==> src/rtl/corevx_tlb_if.sv <==
// Request/response bus between the cache/LSU (master) and corevx_tlb (slave).
interface corevx_tlb_if;
   localparam int unsigned VPN_W = 20;
   localparam int unsigned PPN_W = 22;

   logic             req_valid;
   logic             req_ready;
   logic [VPN_W-1:0] req_vaddr;
   logic [1:0]       req_cmd;
   logic             resp_valid;
   logic [PPN_W-1:0] resp_paddr;
   logic             resp_pagefault;
   logic             resp_accessfault;

   modport master (
      output req_valid, req_vaddr, req_cmd,
      input  req_ready, resp_valid, resp_paddr, resp_pagefault, resp_accessfault
   );

   modport slave (
      input  req_valid, req_vaddr, req_cmd,
      output req_ready, resp_valid, resp_paddr, resp_pagefault, resp_accessfault
   );
endinterface

==> src/rtl/corevx_tlb.sv <==
// Fully-associative TLB in front of corevx_ptw with round-robin fill and sfence flush.
// Optional COREVX_TLB_STATS_EN adds stat_hits/stat_misses counters.
module corevx_tlb #(
   parameter int unsigned ENTRIES = 8
) (
   input  logic        clk,
   input  logic        rst_n,
   corevx_tlb_if.slave bus,
   input  logic        satp_mode,
   input  logic        invalidate,
   output logic        ptw_resolve_request,
   input  logic        ptw_resolve_ack,
   output logic [19:0] ptw_virtual_address,
   input  logic        ptw_resolve_done,
   input  logic        ptw_resolve_pagefault,
   input  logic        ptw_resolve_accessfault,
   input  logic [7:0]  ptw_resolve_access_bits,
   input  logic [21:0] ptw_resolve_physical_address
`ifdef COREVX_TLB_STATS_EN
   ,
   output logic [31:0] stat_hits,
   output logic [31:0] stat_misses
`endif
);
   localparam int unsigned VPN_W = 20;
   localparam int unsigned PPN_W = 22;
   localparam int unsigned ACC_W = 8;
   localparam int unsigned IDX_W = (ENTRIES > 1) ? $clog2(ENTRIES) : 1;

   localparam int unsigned A_V = 0;
   localparam int unsigned A_R = 1;
   localparam int unsigned A_W = 2;
   localparam int unsigned A_X = 3;
   localparam int unsigned A_U = 4;
   localparam int unsigned A_G = 5;
   localparam int unsigned A_A = 6;
   localparam int unsigned A_D = 7;

   localparam logic [1:0] CMD_WRITE = 2'b10;
   localparam logic [1:0] CMD_EXEC  = 2'b11;

   typedef enum logic [1:0] {IDLE, PTW_REQ, PTW_WAIT} state_e;

   state_e             state_q, state_d;
   logic [ENTRIES-1:0] valid_q;
   logic [VPN_W-1:0]   tag_q [ENTRIES];
   logic [PPN_W-1:0]   ppn_q [ENTRIES];
   logic [ACC_W-1:0]   acc_q [ENTRIES];
   logic [IDX_W-1:0]   ptr_q;
   logic [VPN_W-1:0]   lat_vpn_q;
   logic [1:0]         lat_cmd_q;
   logic               kill_fill_q;

   logic               resp_valid_q, resp_valid_d;
   logic [PPN_W-1:0]   resp_paddr_q, resp_paddr_d;
   logic               resp_pf_q, resp_pf_d;
   logic               resp_af_q, resp_af_d;
   logic               ptw_req_q, ptw_req_d;

   logic               accept_c;
   logic               hit_c;
   logic [PPN_W-1:0]   hit_ppn_c;
   logic [ACC_W-1:0]   hit_acc_c;
   logic               lat_en_c;
   logic               fill_en_c;
   logic               unused_c;

   // Permission check on a translation's V/R/W/X/A/D bits for a given access type.
   function automatic logic perm_fault(input logic v, input logic r, input logic w,
                                       input logic x, input logic a, input logic d,
                                       input logic [1:0] cmd);
      logic is_w, is_x, is_r;
      is_w = (cmd == CMD_WRITE);
      is_x = (cmd == CMD_EXEC);
      is_r = !is_w && !is_x;
      return !v || !a || (is_r && !r) || (is_x && !x) || (is_w && (!w || !d));
   endfunction

   assign bus.req_ready       = (state_q == IDLE) && !invalidate;
   assign accept_c            = bus.req_valid && bus.req_ready;
   assign bus.resp_valid      = resp_valid_q;
   assign bus.resp_paddr      = resp_paddr_q;
   assign bus.resp_pagefault  = resp_pf_q;
   assign bus.resp_accessfault = resp_af_q;
   assign ptw_resolve_request = ptw_req_q;
   assign ptw_virtual_address = lat_vpn_q;
   assign unused_c            = ^{hit_acc_c[A_U], hit_acc_c[A_G]};

   // Tag lookup; at most one valid entry matches, so OR-merging the hit data is exact.
   always_comb begin
      hit_c     = 1'b0;
      hit_ppn_c = '0;
      hit_acc_c = '0;
      for (int unsigned i = 0; i < ENTRIES; i++) begin
         if (valid_q[i] && (tag_q[i] == bus.req_vaddr)) begin
            hit_c     = 1'b1;
            hit_ppn_c = hit_ppn_c | ppn_q[i];
            hit_acc_c = hit_acc_c | acc_q[i];
         end
      end
   end

   always_comb begin
      state_d      = state_q;
      resp_valid_d = 1'b0;
      resp_paddr_d = resp_paddr_q;
      resp_pf_d    = 1'b0;
      resp_af_d    = 1'b0;
      lat_en_c     = 1'b0;
      fill_en_c    = 1'b0;
      case (state_q)
         IDLE: begin
            if (accept_c) begin
               if (!satp_mode) begin
                  resp_valid_d = 1'b1;
                  resp_paddr_d = {2'b00, bus.req_vaddr};
               end else if (hit_c) begin
                  resp_valid_d = 1'b1;
                  resp_paddr_d = hit_ppn_c;
                  resp_pf_d    = perm_fault(hit_acc_c[A_V], hit_acc_c[A_R], hit_acc_c[A_W],
                                            hit_acc_c[A_X], hit_acc_c[A_A], hit_acc_c[A_D],
                                            bus.req_cmd);
               end else begin
                  lat_en_c = 1'b1;
                  state_d  = PTW_REQ;
               end
            end
         end
         PTW_REQ: begin
            if (ptw_resolve_ack) state_d = PTW_WAIT;
         end
         PTW_WAIT: begin
            if (ptw_resolve_done) begin
               resp_valid_d = 1'b1;
               state_d      = IDLE;
               if (ptw_resolve_accessfault) begin
                  resp_af_d    = 1'b1;
                  resp_paddr_d = '0;
               end else if (ptw_resolve_pagefault) begin
                  resp_pf_d    = 1'b1;
                  resp_paddr_d = '0;
               end else begin
                  resp_paddr_d = ptw_resolve_physical_address;
                  resp_pf_d    = perm_fault(ptw_resolve_access_bits[A_V],
                                            ptw_resolve_access_bits[A_R],
                                            ptw_resolve_access_bits[A_W],
                                            ptw_resolve_access_bits[A_X],
                                            ptw_resolve_access_bits[A_A],
                                            ptw_resolve_access_bits[A_D], lat_cmd_q);
                  fill_en_c    = !kill_fill_q && !invalidate;
               end
            end
         end
         default: state_d = IDLE;
      endcase
      ptw_req_d = (state_d == PTW_REQ);
   end

   always_ff @(posedge clk) begin
      if (!rst_n) begin
         state_q      <= IDLE;
         valid_q      <= '0;
         ptr_q        <= '0;
         lat_vpn_q    <= '0;
         lat_cmd_q    <= '0;
         kill_fill_q  <= 1'b0;
         resp_valid_q <= 1'b0;
         resp_paddr_q <= '0;
         resp_pf_q    <= 1'b0;
         resp_af_q    <= 1'b0;
         ptw_req_q    <= 1'b0;
      end else begin
         state_q      <= state_d;
         resp_valid_q <= resp_valid_d;
         resp_paddr_q <= resp_paddr_d;
         resp_pf_q    <= resp_pf_d;
         resp_af_q    <= resp_af_d;
         ptw_req_q    <= ptw_req_d;
         if (lat_en_c) begin
            lat_vpn_q <= bus.req_vaddr;
            lat_cmd_q <= bus.req_cmd;
         end
         // A flush at any point during a walk makes the walk's result stale.
         if (lat_en_c) kill_fill_q <= 1'b0;
         else if (invalidate && (state_q != IDLE)) kill_fill_q <= 1'b1;
         if (invalidate) begin
            valid_q <= '0;
         end else if (fill_en_c) begin
            valid_q[ptr_q] <= 1'b1;
            ptr_q          <= ptr_q + IDX_W'(1);
         end
      end
   end

   always_ff @(posedge clk) begin
      if (fill_en_c) begin
         tag_q[ptr_q] <= lat_vpn_q;
         ppn_q[ptr_q] <= ptw_resolve_physical_address;
         acc_q[ptr_q] <= ptw_resolve_access_bits;
      end
   end

`ifdef COREVX_TLB_STATS_EN
   logic [31:0] hits_q, misses_q;

   always_ff @(posedge clk) begin
      if (!rst_n) begin
         hits_q   <= '0;
         misses_q <= '0;
      end else begin
         if (accept_c && satp_mode && hit_c) hits_q <= hits_q + 32'd1;
         if (lat_en_c) misses_q <= misses_q + 32'd1;
      end
   end

   assign stat_hits   = hits_q;
   assign stat_misses = misses_q;
`endif
endmodule
==> src/flat_wrapper.sv <==
// flat-port wrapper written by rule: the top's interface ports become plain ports
module corevx_tlb_flat 
#(
   parameter int unsigned ENTRIES = 8
)
  (clk, rst_n, satp_mode, invalidate, ptw_resolve_request, ptw_resolve_ack, ptw_virtual_address, ptw_resolve_done, ptw_resolve_pagefault, ptw_resolve_accessfault, ptw_resolve_access_bits, ptw_resolve_physical_address, bus_req_valid, bus_req_vaddr, bus_req_cmd, bus_req_ready, bus_resp_valid, bus_resp_paddr, bus_resp_pagefault, bus_resp_accessfault);
  corevx_tlb_if bus_i ();
  input  logic clk;
  input  logic rst_n;
  input  logic satp_mode;
  input  logic invalidate;
  output logic ptw_resolve_request;
  input  logic ptw_resolve_ack;
  output logic [19:0] ptw_virtual_address;
  input  logic ptw_resolve_done;
  input  logic ptw_resolve_pagefault;
  input  logic ptw_resolve_accessfault;
  input  logic [7:0] ptw_resolve_access_bits;
  input  logic [21:0] ptw_resolve_physical_address;
  input wire logic [$bits(bus_i.req_valid)-1:0] bus_req_valid;
  input wire logic [$bits(bus_i.req_vaddr)-1:0] bus_req_vaddr;
  input wire logic [$bits(bus_i.req_cmd)-1:0] bus_req_cmd;
  output wire logic [$bits(bus_i.req_ready)-1:0] bus_req_ready;
  output wire logic [$bits(bus_i.resp_valid)-1:0] bus_resp_valid;
  output wire logic [$bits(bus_i.resp_paddr)-1:0] bus_resp_paddr;
  output wire logic [$bits(bus_i.resp_pagefault)-1:0] bus_resp_pagefault;
  output wire logic [$bits(bus_i.resp_accessfault)-1:0] bus_resp_accessfault;
  assign bus_i.req_valid = bus_req_valid;
  assign bus_i.req_vaddr = bus_req_vaddr;
  assign bus_i.req_cmd = bus_req_cmd;
  assign bus_req_ready = bus_i.req_ready;
  assign bus_resp_valid = bus_i.resp_valid;
  assign bus_resp_paddr = bus_i.resp_paddr;
  assign bus_resp_pagefault = bus_i.resp_pagefault;
  assign bus_resp_accessfault = bus_i.resp_accessfault;
  corevx_tlb #(.ENTRIES(ENTRIES)) u_core (.clk(clk), .rst_n(rst_n), .bus(bus_i), .satp_mode(satp_mode), .invalidate(invalidate), .ptw_resolve_request(ptw_resolve_request), .ptw_resolve_ack(ptw_resolve_ack), .ptw_virtual_address(ptw_virtual_address), .ptw_resolve_done(ptw_resolve_done), .ptw_resolve_pagefault(ptw_resolve_pagefault), .ptw_resolve_accessfault(ptw_resolve_accessfault), .ptw_resolve_access_bits(ptw_resolve_access_bits), .ptw_resolve_physical_address(ptw_resolve_physical_address));
endmodule
==> config.mk <==
export PLATFORM = sky130hd
export DESIGN_NAME = corevx_tlb_flat
export DESIGN_NICKNAME = d
export VERILOG_FILES = /design/src/rtl/corevx_tlb_if.sv /design/src/rtl/corevx_tlb.sv /design/src/flat_wrapper.sv
export SDC_FILE = /design/constraint.sdc
export NUM_CORES = 1
export LEC_CHECK = 0
export BUFFER_PORTS_ARGS = -buffer_cell sky130_fd_sc_hd__buf_2
export CAP_MARGIN = 20
export CORE_MARGIN = 8
export CORE_UTILIZATION = 30
export DETAILED_ROUTE_END_ITERATION = 7
export PLACE_DENSITY = 0.56
export SYNTH_ARGS = -nofsm -noshare
export SYNTH_HDL_FRONTEND = slang
export SYNTH_SLANG_ARGS = --single-unit
==> constraint.sdc <==
create_clock -name clk -period 20 [get_ports clk]
set_clock_uncertainty 0.1 [all_clocks]
set_input_delay 3 -clock clk [delete_from_list [all_inputs] [get_ports clk]]
set_output_delay 3 -clock clk [all_outputs]
set_load 0.05 [all_outputs]
# Word level (Yosys, flattened, before mapping)
# Memory sizes are Yosys's and may differ from the RTL's.
# Cells that the tools add are included.
# totals
regBits	62
ramBits	400
input_bits	61
output_inout_bits	47
word_cells	171
n_memories	3
# op_classes
n_addsub	1
order_cmp	2
n_eq_ne	18
muxes	62
bitwise	17
n_reduce_logical	57
# memory_table
memory	words	width	rd	rd_ports_with_merged_regs	write_ports	line_no	source
u_core.ppn_q	8	22	8	0	1	corevx_tlb.sv:47	logic [PPN_W-1:0] ppn_q [ENTRIES];
u_core.tag_q	8	20	8	0	1	corevx_tlb.sv:46	logic [VPN_W-1:0] tag_q [ENTRIES];
u_core.acc_q	8	8	8	0	1	corevx_tlb.sv:48	logic [ACC_W-1:0] acc_q [ENTRIES];
# op_table
operator	n
$mux 22	14
$eq 20x20->1	8
$or 22x22->22	7
$mux 8	8
$or 8x8->8	8
$pmux 22 s2	1
$mux 1	30
$logic_and 1x1->1	21
$logic_not 1->1	18
$eq 2x2->1 const B	5
$logic_or 1x1->1	10
$mux 2	5
$pmux 2 s3	1
$eq 2x1->1 const B	2
$lt 3x4->1 const B	1
$pmux 1 s2	2
$reduce_and 4->1	1
$reduce_bool 2->1	2
$reduce_or 2->1	2
$add 3x1->3 const B	1
$demux 1 s3	1
$ge 3x1->1 const B	1
$ne 3x2->1 const B	1
$reduce_and 3->1	1
other kinds (5)	6

# Logic depth before layout (Yosys ltp)
# Gate-level depths: netlist of run 1.
# logic_depth
word_depth	26
mapped_depth	13

# Worst setup path before layout of run 1
# OpenSTA, ideal clock, no wires.
# synth_timing
path_kind	input -> register
from	in ptw_resolve_pagefault
to	mem u_core.acc_q[0][0] (enable)
setup_time_ns	0.577
arrival_ns	8.268
required_ns	19.323
setup_slack_ns	11.055
cell_stages	3
path_cell_list	nor3_1 -> nand3_1 -> nor4_1
# synth_via
elab_chain_cells	6
# synth_rtl
element	line_no	source
start: declaration	flat_wrapper.sv:16	input logic ptw_resolve_pagefault;
$mux 1	corevx_tlb.sv:139	end else if (ptw_resolve_pagefault) begin
$mux 1	corevx_tlb.sv:136	if (ptw_resolve_accessfault) begin
$mux 1	corevx_tlb.sv:133	if (ptw_resolve_done) begin
$mux 1	corevx_tlb.sv:111	case (state_q)
$mux 1	corevx_tlb.sv:196	if (fill_en_c) begin
$mux 1 (not written as such)	corevx_tlb.sv:199	acc_q[ptr_q] <= ptw_resolve_access_bits;
end: declaration	corevx_tlb.sv:48	
# Every way passes these cells.

# Worst setup path after layout of run 1
# layout_timing
from	in invalidate
to	out bus_req_ready
# layout_via
elab_chain_cells	2
# layout_rtl
element	line_no	source
start: declaration	flat_wrapper.sv:11	input logic invalidate;
$logic_not 1->1	corevx_tlb.sv:79	assign bus.req_ready = (state_q == IDLE) && !invalidate;
$logic_and 1x1->1	corevx_tlb.sv:79	
end: declaration	flat_wrapper.sv:23	output wire logic [$bits(bus_i.req_ready)-1:0] bus_req_ready;
# Every way passes these cells.

==> metrics list, run 1 <==
- Result of the run: finished, final reports clean
- R2r startpoint: u_core.tag_q[1][4]
- Post-Syn Area: roughly 18000 µm²
* Area grow syn2layout: 15.3%
- Instance count along the most critical hold path: 2
- DP Wirelength: 29700 µm
- The first TritonRoute pass finished after 5 iterations.
* Number of hold buffers added after cts: 0
- Combinational Power Share: between 4 and 5%
- Critical Path Start: invalidate
- Once detail routing completed, the nets flagged for antenna violations numbered 0.
- The worst register-to-register path ends at u_core.bus.resp_paddr[2].
- Count of flip-flops with a built-in enable after synthesis: about 380
* Most frequent cells in the layout: sky130_fd_sc_hd__edfxtp_1, sky130_fd_sc_hd__xnor2_1, sky130_fd_sc_hd__buf_2
- Insertion delay of the later-clocked pin in the worst-skew pair: a little under 0.6 ns
- By area, the combinational part of the netlist is dominated by compound AO/OA/AOI/OAI gates.
- Worst-path fanout max: 4
- Register share of total power: 51.8%
- At the worst endpoint, the required time is between 15 and 20 ns.
- Worst vdd ir: between 0.06 and 0.07 mV
- Via count normalized by instance count: roughly 5
- The synthesized netlist devotes 0.0704% of its cell area to adder and majority cells.
* Number of nets produced by synthesis: 1187
- Across the run, the number of max-cap violations was 0.
* Fin. max-slew vios: 0
* Port buffer count: around 110
- Final net count: about 1.3k
- Total clock sinks: ~450
- After layout, the minimum clock period comes to ~6.8 ns.
- Post-CTS timing repair inserted 0 buffers for setup.
- Total clock buffers created by CTS: 48
* Count of distinct cell types in the synthesized netlist: 48
- Setup-violating endpoint count in the final report: 0
- In this run the deepest clock path goes through 3 buffers.
- H-Tree Depth: 2
- From bottom edge to top edge, the die measures around 260 µm.
- TritonCTS clock tree: yes
- The setup check on the worst reg-to-reg path leaves a slack of roughly 16 ns.
- Wire length per cell: roughly 24 µm
- Pin count of the biggest net entering global routing: 55
- The slowest stage of the critical path is the sky130_fd_sc_hd__buf_2 cell.
- At the end of routability-driven placement, the weighted congestion stood at ~0.74.
* Post-route fraction of the period consumed by the critical path: 34.2%
* Dominant synthesized flop cell: sky130_fd_sc_hd__edfxtp_1
- Count of state elements after synthesis: roughly 450
- Post-route design area: slightly above 20000 µm²
* Leakage power total: ~6.8 nW
- Boundary Pins: roughly 110
- Clock slew at the register clock pins of the worst setup and hold paths: 0.06 ns
* Fin Setup TNS: 0 ns
- The total area inside the core boundary comes to just under 60000 µm².
* Placement row count: 89
- Final hold violation count: 0
- Internal power component: ~0.0015 W
* Arrival time at the worst endpoint: between 3 and 4 ns
* Simple-gate share of the synthesized area: under 10%
- Sw Ratio: 22.0%
* Worst relative slew slack: a little under a third
- Area enclosed by the die boundary: 67300 µm²
* Count of cells along the worst register-to-register path: 9
- Post-route DRC violation count: 0
* Final wirelength: between 40000 and 50000 µm
- The first routing iteration left 842 violations.
- In this run the power spent charging and discharging nets is between 0.0004 and 0.0005 W.
- The Yosys step of the flow raised 0 warnings.
- In this run the power density over the cells is 95.8 nW/µm².
- The cell that appears most often on the critical path is sky130_fd_sc_hd__buf_2.
* Min-Delay Path Class: reg2reg
- A synthesized cell averages between 15 and 20 µm².
* Global Route Usage Sum: between 10 and 15%
- Post-synthesis sequential area ratio: a little under three quarters
- From left edge to right edge, the die measures 259 µm.
- Clock tree synthesis selected as its root buffer the cell sky130_fd_sc_hd__clkbuf_16.
- Leaving out fill and tap cells, the most frequent cell in the layout is sky130_fd_sc_hd__edfxtp_1.
* Antenna violations before repair: 7
- In this run the cell area measured after placement is roughly 19000 µm².
- After synthesis, the share of flip-flops with an asynchronous set or reset is 0%.
* Classification of the worst setup path: in2out
* Actual slew at the worst max-slew pin: about 1.0 ns
- Share of the synthesized area in compound gates (AO/OA/AOI/OAI): 8.19%
- The worst setup path is captured at an output port.
* Clock power frac: a little over two fifths
* Setup crit start kind: input port
- After Yosys synthesis, XOR and XNOR cells account for around 8.0% of the synthesized area.
- Based on the critical path, the design can be clocked at up to 146 MHz.
- Post-synthesis mux area share: between 1 and 1.5%
- The via count of the first global-routing pass is approximately 10k.
- Cell-by-cell listing of the critical path: buf_2, nor3_1, buf_2
* Overall overflow remaining after global route: 0
* Cell count after synthesis: about 1.1k
* Startpoint of the most critical hold path: u_core.valid_q[1]
- Sink of the worst hold path: u_core.valid_q[1]
- The first global-routing pass estimated about 72000 µm of wire.
- The routed layout has roughly 10k vias.
- Largest incremental delay on the critical path: around 0.34 ns
- Setup repair after global routing left no endpoint under its margin.
- Cells with a size suffix above 1 make up between 15 and 20% of the layout.
- Starting density of the core: ~30%
- After clock tree synthesis, the repair step resized 0 gates.
## final cells by class
type,count,area (µm²)
antenna,1,2.50
clock buffer,60,1290
clock inverter,28,228
fill,5659,38300
inverter,2,7.51
multi-input combinational,607,4560
sequential,446,12800
tap,773,967
timing repair buffer,125,676
## cell families after synthesis
logic type	Yosys count
fa+ha+maj	1
mux	22
flops	446
xor+xnor	162
buf+inv	72
simple gates	230
compound gates	192
## power groups by stage
stage	registers, W	clock network (W)	logic, W
6_report	0.00102	0.000857	0.0000886
4_1_cts	0.00102	0.000874	0.0000901
3_5_place_dp	0.00104	0	0.0000898
2_1_floorplan	0.00105	0	0.0000437
3_3_place_gp	0.00104	0	0.0000885
5_1_grt	0.00102	0.000912	0.0000954
## sequential cells by signal, indices dropped and copies added (netlist names)
signal / cells
u_core.ppn_q: 176
u_core.ptr_q: 3
u_core.bus.resp_pagefault: 1
u_core.ptw_resolve_request: 1
u_core.bus.resp_accessfault: 1
u_core.state_q: 2
u_core.ptw_virtual_address: 20
u_core.bus.resp_valid: 1
u_core.bus.resp_paddr: 22
u_core.lat_cmd_q: 2
u_core.tag_q: 160
u_core.acc_q: 48
u_core.kill_fill_q: 1
u_core.valid_q: 8
## Yosys cell counts (2+ instances only)
library cell / number / area share [%]
sky130_fd_sc_hd__nand3_1: 36 / 1.0
sky130_fd_sc_hd__a211oi_1: 9 / 0.38
sky130_fd_sc_hd__and2_1: 21 / 0.74
sky130_fd_sc_hd__o31ai_1: 11 / 0.46
sky130_fd_sc_hd__nor4_2: 3 / 0.21
sky130_fd_sc_hd__buf_2: 16 / 0.45
sky130_fd_sc_hd__nand3b_1: 2 / 0.084
sky130_fd_sc_hd__nor4_1: 9 / 0.32
sky130_fd_sc_hd__o311a_1: 11 / 0.62
sky130_fd_sc_hd__and3_1: 13 / 0.46
sky130_fd_sc_hd__nor2b_1: 23 / 0.81
sky130_fd_sc_hd__inv_1: 2 / 0.042
sky130_fd_sc_hd__nor4_4: 7 / 0.84
sky130_fd_sc_hd__a222oi_1: 11 / 0.62
sky130_fd_sc_hd__nor3b_1: 2 / 0.084
sky130_fd_sc_hd__xnor2_1: 132 / 6.5
sky130_fd_sc_hd__clkbuf_1: 17 / 0.36
sky130_fd_sc_hd__buf_6: 19 / 1.2
sky130_fd_sc_hd__nand4_1: 37 / 1.3
sky130_fd_sc_hd__or3_1: 11 / 0.39
sky130_fd_sc_hd__a31o_2: 2 / 0.099
sky130_fd_sc_hd__buf_4: 17 / 0.72
sky130_fd_sc_hd__a21oi_1: 12 / 0.34
sky130_fd_sc_hd__a21boi_0: 10 / 0.42
sky130_fd_sc_hd__nand2b_1: 4 / 0.14
sky130_fd_sc_hd__nand2_1: 17 / 0.36
sky130_fd_sc_hd__edfxtp_1: 384 / 65
sky130_fd_sc_hd__mux2i_1: 22 / 1.2
sky130_fd_sc_hd__nor2_1: 31 / 0.65
sky130_fd_sc_hd__a221oi_1: 24 / 1.2
sky130_fd_sc_hd__o21ai_0: 25 / 0.70
sky130_fd_sc_hd__dfxtp_1: 62 / 7.0
sky130_fd_sc_hd__a22oi_1: 22 / 0.93
sky130_fd_sc_hd__a31oi_1: 23 / 0.81
sky130_fd_sc_hd__xor2_1: 30 / 1.5
sky130_fd_sc_hd__nor3_1: 9 / 0.25
sky130_fd_sc_hd__a22o_1: 28 / 1.4
## worst max-delay path by stage
| stage | end | slack [ns] | cells past startpoint |
|---|---|---|---|
| global route | bus_req_ready | 13.13 | 3 |
| floorplan | u_core.acc_q[0][0] | 11.06 | 3 |
| detailed placement | u_core.bus.resp_paddr[2] | 13.00 | 10 |
| finish | bus_req_ready | 13.16 | 3 |
| global placement | u_core.bus.resp_paddr[21] | 13.06 | 10 |
| CTS | bus_req_ready | 13.14 | 3 |
## per-stage QoR
stage | hold slack [ns] | setup slack, ns | total power (W) | utilization [%] | std cells
2_1_floorplan | 0.332 | 11.06 | 0.00109 | - | 1125
3_3_place_gp | 0.341 | 13.06 | 0.00113 | 32.3 | 1953
3_5_place_dp | 0.352 | 13.00 | 0.00113 | 32.3 | 1953
4_1_cts | 0.365 | 13.14 | 0.00198 | 34.9 | 2041
5_1_grt | 0.390 | 13.13 | 0.00203 | 34.9 | 2042
6_report | 0.364 | 13.16 | 0.00196 | 34.9 | 2042
## per-layer routing
metal  GRT usage, %  wire (µm)  vias up
met5              0         20        -
met1           19.8      22200     5208
met3           2.70       2930       85
met4           4.37       1270        4
met2           23.4      23400      336
li1               -          -     4562
## critical path: cells and delay by family
family        cells  cell delay (ns)
simple gates      1             0.28
buf+inv           2             0.46
(Power assumes the default switching activity.)
==> run 2: changes to the inputs <==
--- a/config.mk
+++ b/config.mk
@@ -5,12 +5,13 @@
 export SDC_FILE = /design/constraint.sdc
 export NUM_CORES = 1
 export LEC_CHECK = 0
+export ABC_AREA = 1
 export BUFFER_PORTS_ARGS = -buffer_cell sky130_fd_sc_hd__buf_2
 export CAP_MARGIN = 20
 export CORE_MARGIN = 8
 export CORE_UTILIZATION = 30
 export DETAILED_ROUTE_END_ITERATION = 7
-export PLACE_DENSITY = 0.56
+export PLACE_DENSITY = 0.58
 export SYNTH_ARGS = -nofsm -noshare
 export SYNTH_HDL_FRONTEND = slang
 export SYNTH_SLANG_ARGS = --single-unit
==> constraint.sdc (replaced) <==
create_clock -name clk -period 5.7 [get_ports clk]
set_clock_uncertainty 0.1 [all_clocks]
set_input_delay 0.855 -clock clk [delete_from_list [all_inputs] [get_ports clk]]
set_output_delay 0.855 -clock clk [all_outputs]
set_load 0.05 [all_outputs]
==> run 2 against run 1 <==
Effect of this change:
- clock-buffer cell count increased by 1
- synthesized cell count increased by 95%
- cell count is 57% higher
- combinational power increased to 4.8 times the previous value
- clock power grew to 4.0 times the previous value
- largest cell class unchanged
- utilization is essentially flat
- global-route usage increased by 3.6 points
- wire length grew 45%
- synthesized area increased by 14%
- largest power group unchanged
- sequential share of layout area shrank 7.8 points
- critical endpoint is now u_core.bus.resp_paddr[20]
==> metrics list, run 2 <==
- The overall routing resource usage was 18.1% (was 14.5%).
* Most frequent cells in the layout: sky130_fd_sc_hd__nand2_1, sky130_fd_sc_hd__edfxtp_1, sky130_fd_sc_hd__nor2_1 (was sky130_fd_sc_hd__edfxtp_1, sky130_fd_sc_hd__xnor2_1, sky130_fd_sc_hd__buf_2)
- The register bit count reported by yosys is 446 (unchanged).
- The number of synthesis warnings was 0 (unchanged).
* Fraction of met1 tracks used by global routing: 24.2% (was 19.8%)
- Most used routing layer in global routing: met2 (unchanged)
- The final antenna-violating net count came to 0 (unchanged).
- The hold violation total from the final report is 0 (unchanged).
- The quantity of hold-fixing buffers added after cts was 0 (unchanged).
* Simple-gate share of the synthesized area: 23.7% (was 7.88%)
* Post-route fraction of the period consumed by the critical path: 66.4%
- The clock tree from TritonCTS is yes (unchanged).
- Total via count in the routed design: 15.8k (was 10.2k)
- Count of distinct cell types in the synthesized netlist: 42 (was 48)
* Actual slew at the worst max-slew pin: 1.07 ns (was 1.04 ns)
* Time the final worst path needs with I/O delays and setup: around 3.8 ns
- The via count of the first global-routing pass came to 14.8k (was 10.3k).
- The share of power burned in registers is 48.5% (was 51.8%).
- The register clock-pin slew on the reported worst setup and hold paths was 0.06 ns (about the same).
* Largest incremental delay on the critical path: 0.47 ns (was 0.34 ns)
- The number of nets in the layout was 2361 (was 1292).
* Die width: 276 µm (was 259 µm)
- Worst-path fanout max: 24 (was 4)
- The global-route wire length before repair came to 102000 µm (was 72400 µm).
- The standard-cell row count is 95 (was 89).
* Wire length per cell: 22.5 µm (was 24.4 µm)
* Most repeated cell in the gate-level netlist after synthesis: sky130_fd_sc_hd__nand2_1 (was sky130_fd_sc_hd__edfxtp_1)
- The number of I/O pins is 108 (unchanged).
- Number of nets produced by synthesis: 2255 (was 1187)
* Sink of the worst hold path: u_core.valid_q[4] (was u_core.valid_q[1])
- Cell types occupying the most area after synthesis: sky130_fd_sc_hd__edfxtp_1, sky130_fd_sc_hd__nand2_1, sky130_fd_sc_hd__dfxtp_1 (was sky130_fd_sc_hd__edfxtp_1, sky130_fd_sc_hd__dfxtp_1, sky130_fd_sc_hd__xnor2_1)
- The post-synthesis instance area came to 20300 µm² (was 17800 µm²).
- Overall overflow remaining after global route: 0 (unchanged)
- The share of the synthesized area in the top cell type was 56.7% (was 64.9%).
* R2r endpoint: u_core.bus.resp_paddr[20] (was u_core.bus.resp_paddr[2])
* Die height: 276 µm (was 259 µm)
* Biggest register: u_core.ppn_q (unchanged)
- The post-CTS setup buffer count came to 0 (unchanged).
- Area enclosed by the die boundary: 76300 µm² (was 67300 µm²)
- The initial antenna violation count came to 11 (was 7).
- The startpoint type of the worst setup path is an input port (unchanged).
* DR iter-0 viols: 1805 (was 842)
* Core Footprint: 67200 µm² (was 58800 µm²)
* Setup-violating endpoint count in the final report: 0 (unchanged)
- Worst Setup Slack, final: 1.92 ns (was 13.16 ns)
- Worst relative slew slack: 28.2% (was 30.6%)
* Post-synthesis mux area share: 0% (was 1.24%)
- Post-synthesis sequential area ratio: 62.9% (was 71.8%)
* Clock tree buffer depth: 3 (unchanged)
- Count of flip-flops with a built-in enable after synthesis: 384 (unchanged)
- Instance count along the most critical hold path: 2 (unchanged)
- The clock latency reported for the late side of the worst-skew pair was 0.60 ns (was 0.58 ns).
- The compound-cell area share of the yosys netlist is 5.24% (was 8.19%).
- Critical path data required time: 6.08 ns (was 16.90 ns)
* Area grow syn2layout: 15.4% (was 15.3%)
* Result of the run: finished, final reports clean (unchanged)
- The global placer's final weighted congestion was 1.03 (was 0.738).
- Min-Delay Path Class: reg2reg (unchanged)
* Final wirelength: 72100 µm (was 49800 µm)
- The worst-case vdd ir drop came to 0.279 mV (was 0.0633 mV).
* Final-layout fill cell count: 6736 (was 5659)
* H-Tree Depth: 2 (unchanged)
- Leakage power total: 9.93 nW (was 6.82 nW)
* Via count normalized by instance count: 4.91 (was 4.99)
- The data arrival at the endpoint of the critical path was 4.17 ns (was 3.74 ns).
* Max reg flops: 176 (unchanged)
- Critical Path Start: bus_req_vaddr[17] (was invalidate)
* Fin Setup TNS: 0 ns (unchanged)
* Most frequent cells after synthesis: sky130_fd_sc_hd__nand2_1, sky130_fd_sc_hd__edfxtp_1, sky130_fd_sc_hd__nor2_1 (was sky130_fd_sc_hd__edfxtp_1, sky130_fd_sc_hd__xnor2_1, sky130_fd_sc_hd__dfxtp_1)
- The number of max-cap violations is 0 (unchanged).
* Layout cell share with drive strength beyond 1: 10.6% (was 17.3%)
* Root cell of the clock tree: sky130_fd_sc_hd__clkbuf_16 (unchanged)
* Dominant synthesized flop cell: sky130_fd_sc_hd__edfxtp_1 (unchanged)
* Endpoint type of the worst setup path: flip-flop (was output port)
- The part of the total power dissipated in combinational logic is 5.8% (was 4.5%).
* Sw Ratio: 23.1% (was 22.0%)
- The most common cell after layout, fill and taps aside was sky130_fd_sc_hd__nand2_1 (was sky130_fd_sc_hd__edfxtp_1).
- Total clock sinks: 446 (unchanged)
* DP Wirelength: 51100 µm (was 29700 µm)
- Post-Synthesis Mean Instance Area: 9.27 µm² (was 15.8 µm²)
* Classification of the worst setup path: in2reg (was in2out)
* Pin count of the biggest net entering global routing: 48 (was 55)
- Pwr dens: 316 nW/µm² (was 95.8 nW/µm²)
- The number of buffers added by the clock tree synthesis step came to 46 (was 48).
- Resized cells post-CTS: 0 (unchanged)
- The worst setup slack before clock tree synthesis is 1.28 ns (was 13.00 ns).
- The gate count after technology mapping was 2193 (was 1125).
* Synth Area in Adders: 0.0616% (was 0.0704%)
- Setup slack, reg-to-reg: 2.19 ns (was 16.10 ns)
- The fraction of registers with async set or reset after synthesis came to 0% (unchanged).
* Maximum achievable frequency: ~260 MHz
* Global routing met2 resource utilization: 29.6% (was 23.4%)
- Largest regs: u_core.ppn_q x176, u_core.tag_q x160, u_core.acc_q x48 (unchanged).
- The switching power summed over all nets was 0.00171 W (was 0.000432 W).
* Port buffer count: 105 (unchanged)
- Xor and xnor fraction of the mapped netlist area: 1.25% (was 7.98%)
* Met3 track demand over resource in global routing: 3.66% (was 2.70%)
* Count of cells along the worst register-to-register path: 14 (was 9)
- Cell-by-cell listing of the critical path: buf_2, inv_1, nand2_1, nand2_1, nor2_1, nand2_1, nor2_1, nand3_2, buf_4, nand4_1, nand3b_1, nand2_1, nand2_2, inv_2, nor2_1, nor2_1 (was buf_2, nor3_1, buf_2)
- The residual DRC count came to 0 (unchanged).
* Fin. max-slew vios: 0 (unchanged)
- The effective utilization at floorplan came to 30.3% (was 30.2%).
* R2r startpoint: u_core.tag_q[6][0] (was u_core.tag_q[1][4])
* Internal power component: 0.00569 W (was 0.00153 W)
* Top cell type by total area after synthesis: sky130_fd_sc_hd__edfxtp_1 (unchanged)
- The startpoint of the most critical hold path is u_core.valid_q[4] (was u_core.valid_q[1]).
* Clock power frac: 45.8% (was 43.6%)
- The cell type of the slowest stage on the worst timing path was sky130_fd_sc_hd__nor2_1 (was sky130_fd_sc_hd__buf_2).
- Setup repair after global routing missed its margin: false (unchanged).
- Combinational family with the most area after synthesis: simple AND/OR/NAND/NOR gates (was compound AO/OA/AOI/OAI gates)
* Pre-Repair DR Iteration Count: 6 (was 5)
==> run 2: changes by cell type after synthesis, moves of 28 or more <==
cell / previous run / this run
sky130_fd_sc_hd__o21ai_0: 25 / 59
sky130_fd_sc_hd__xnor2_1: 132 / 22
sky130_fd_sc_hd__a21oi_1: 12 / 86
sky130_fd_sc_hd__nor2_1: 31 / 304
sky130_fd_sc_hd__nand2_1: 17 / 743
sky130_fd_sc_hd__a22o_1: 28 / 0
sky130_fd_sc_hd__inv_1: 2 / 226
sky130_fd_sc_hd__o21ai_1: 0 / 36
==> run 2: metal layers <==
| layer | routed length, µm | vias up |
|---|---|---|
| li1 | - | 7367 |
| met1 | 31200 | 7622 |
| met2 | 33300 | 642 |
| met3 | 5690 | 113 |
| met4 | 1860 | 18 |
| met5 | 116 | - |
==> run 2: cell families (layout without fill, tap and decap cells) <==
kind of cell | count (synthesis) | count (layout)
xor gates and xnor gates | 29 | 29
AOI/OAI and AO/OA | 203 | 203
adders and majority gates | 1 | 1
DFF | 446 | 446
and+or+nand+nor | 1195 | 1195
other | 0 | 2
buffers and inverters | 319 | 463
==> run 2: how the worst max path moves through the flow <==
| stage | to | slack [ns] | depth (start not counted) |
|---|---|---|---|
| 3_3_place_gp | u_core.bus.resp_paddr[20] | 1.38 | 17 |
| 4_1_cts | u_core.bus.resp_paddr[20] | 1.91 | 17 |
| 2_1_floorplan | u_core.acc_q[0][0] | 1.67 | 7 |
| 3_5_place_dp | u_core.bus.resp_paddr[19] | 1.28 | 15 |
| 5_1_grt | u_core.bus.resp_paddr[10] | 1.71 | 16 |
| 6_report | u_core.bus.resp_paddr[20] | 1.92 | 16 |
==> run 2: area by class of cell <==
type,instances,area [µm²],area share [%]
tap,873,1090,4.66
timing repair buffer,127,728,3.11
inverter,250,938,4.00
clock inverter,25,424,1.81
clock buffer,61,1270,5.41
antenna,2,5.00,0.0213
sequential,446,12800,54.5
multi-input combinational,1428,6210,26.5
==> run 2: through the flow <==
stage / total power, W / cell area, µm² / utilization [%] / hold slack (ns) / instances
2_1_floorplan: 0.00390 / 20300 / - / 0.341 / 2193
3_5_place_dp: 0.00408 / 21700 / 32.4 / 0.371 / 3124
4_1_cts: 0.00744 / 23400 / 34.9 / 0.384 / 3210
6_report: 0.00740 / 23400 / 34.9 / 0.384 / 3212
5_1_grt: 0.00760 / 23400 / 34.9 / 0.412 / 3211
3_3_place_gp: 0.00408 / 21700 / 32.4 / 0.351 / 3124
==> run 2: critical path: cells and delay by family <==
| kind | cells | cell delay [ns] |
|---|---|---|
| buf+inv | 4 | 1.27 |
| simple gates | 12 | 1.97 |
==> run 2: power groups by stage <==
stage          Combinational [W]  Sequential (W)  Clock [W]
6_report                0.000426         0.00359    0.00339
5_1_grt                 0.000457         0.00359    0.00356
4_1_cts                 0.000424         0.00359    0.00343
3_5_place_dp            0.000422         0.00366          0
3_3_place_gp            0.000420         0.00366          0
2_1_floorplan           0.000196         0.00370          0
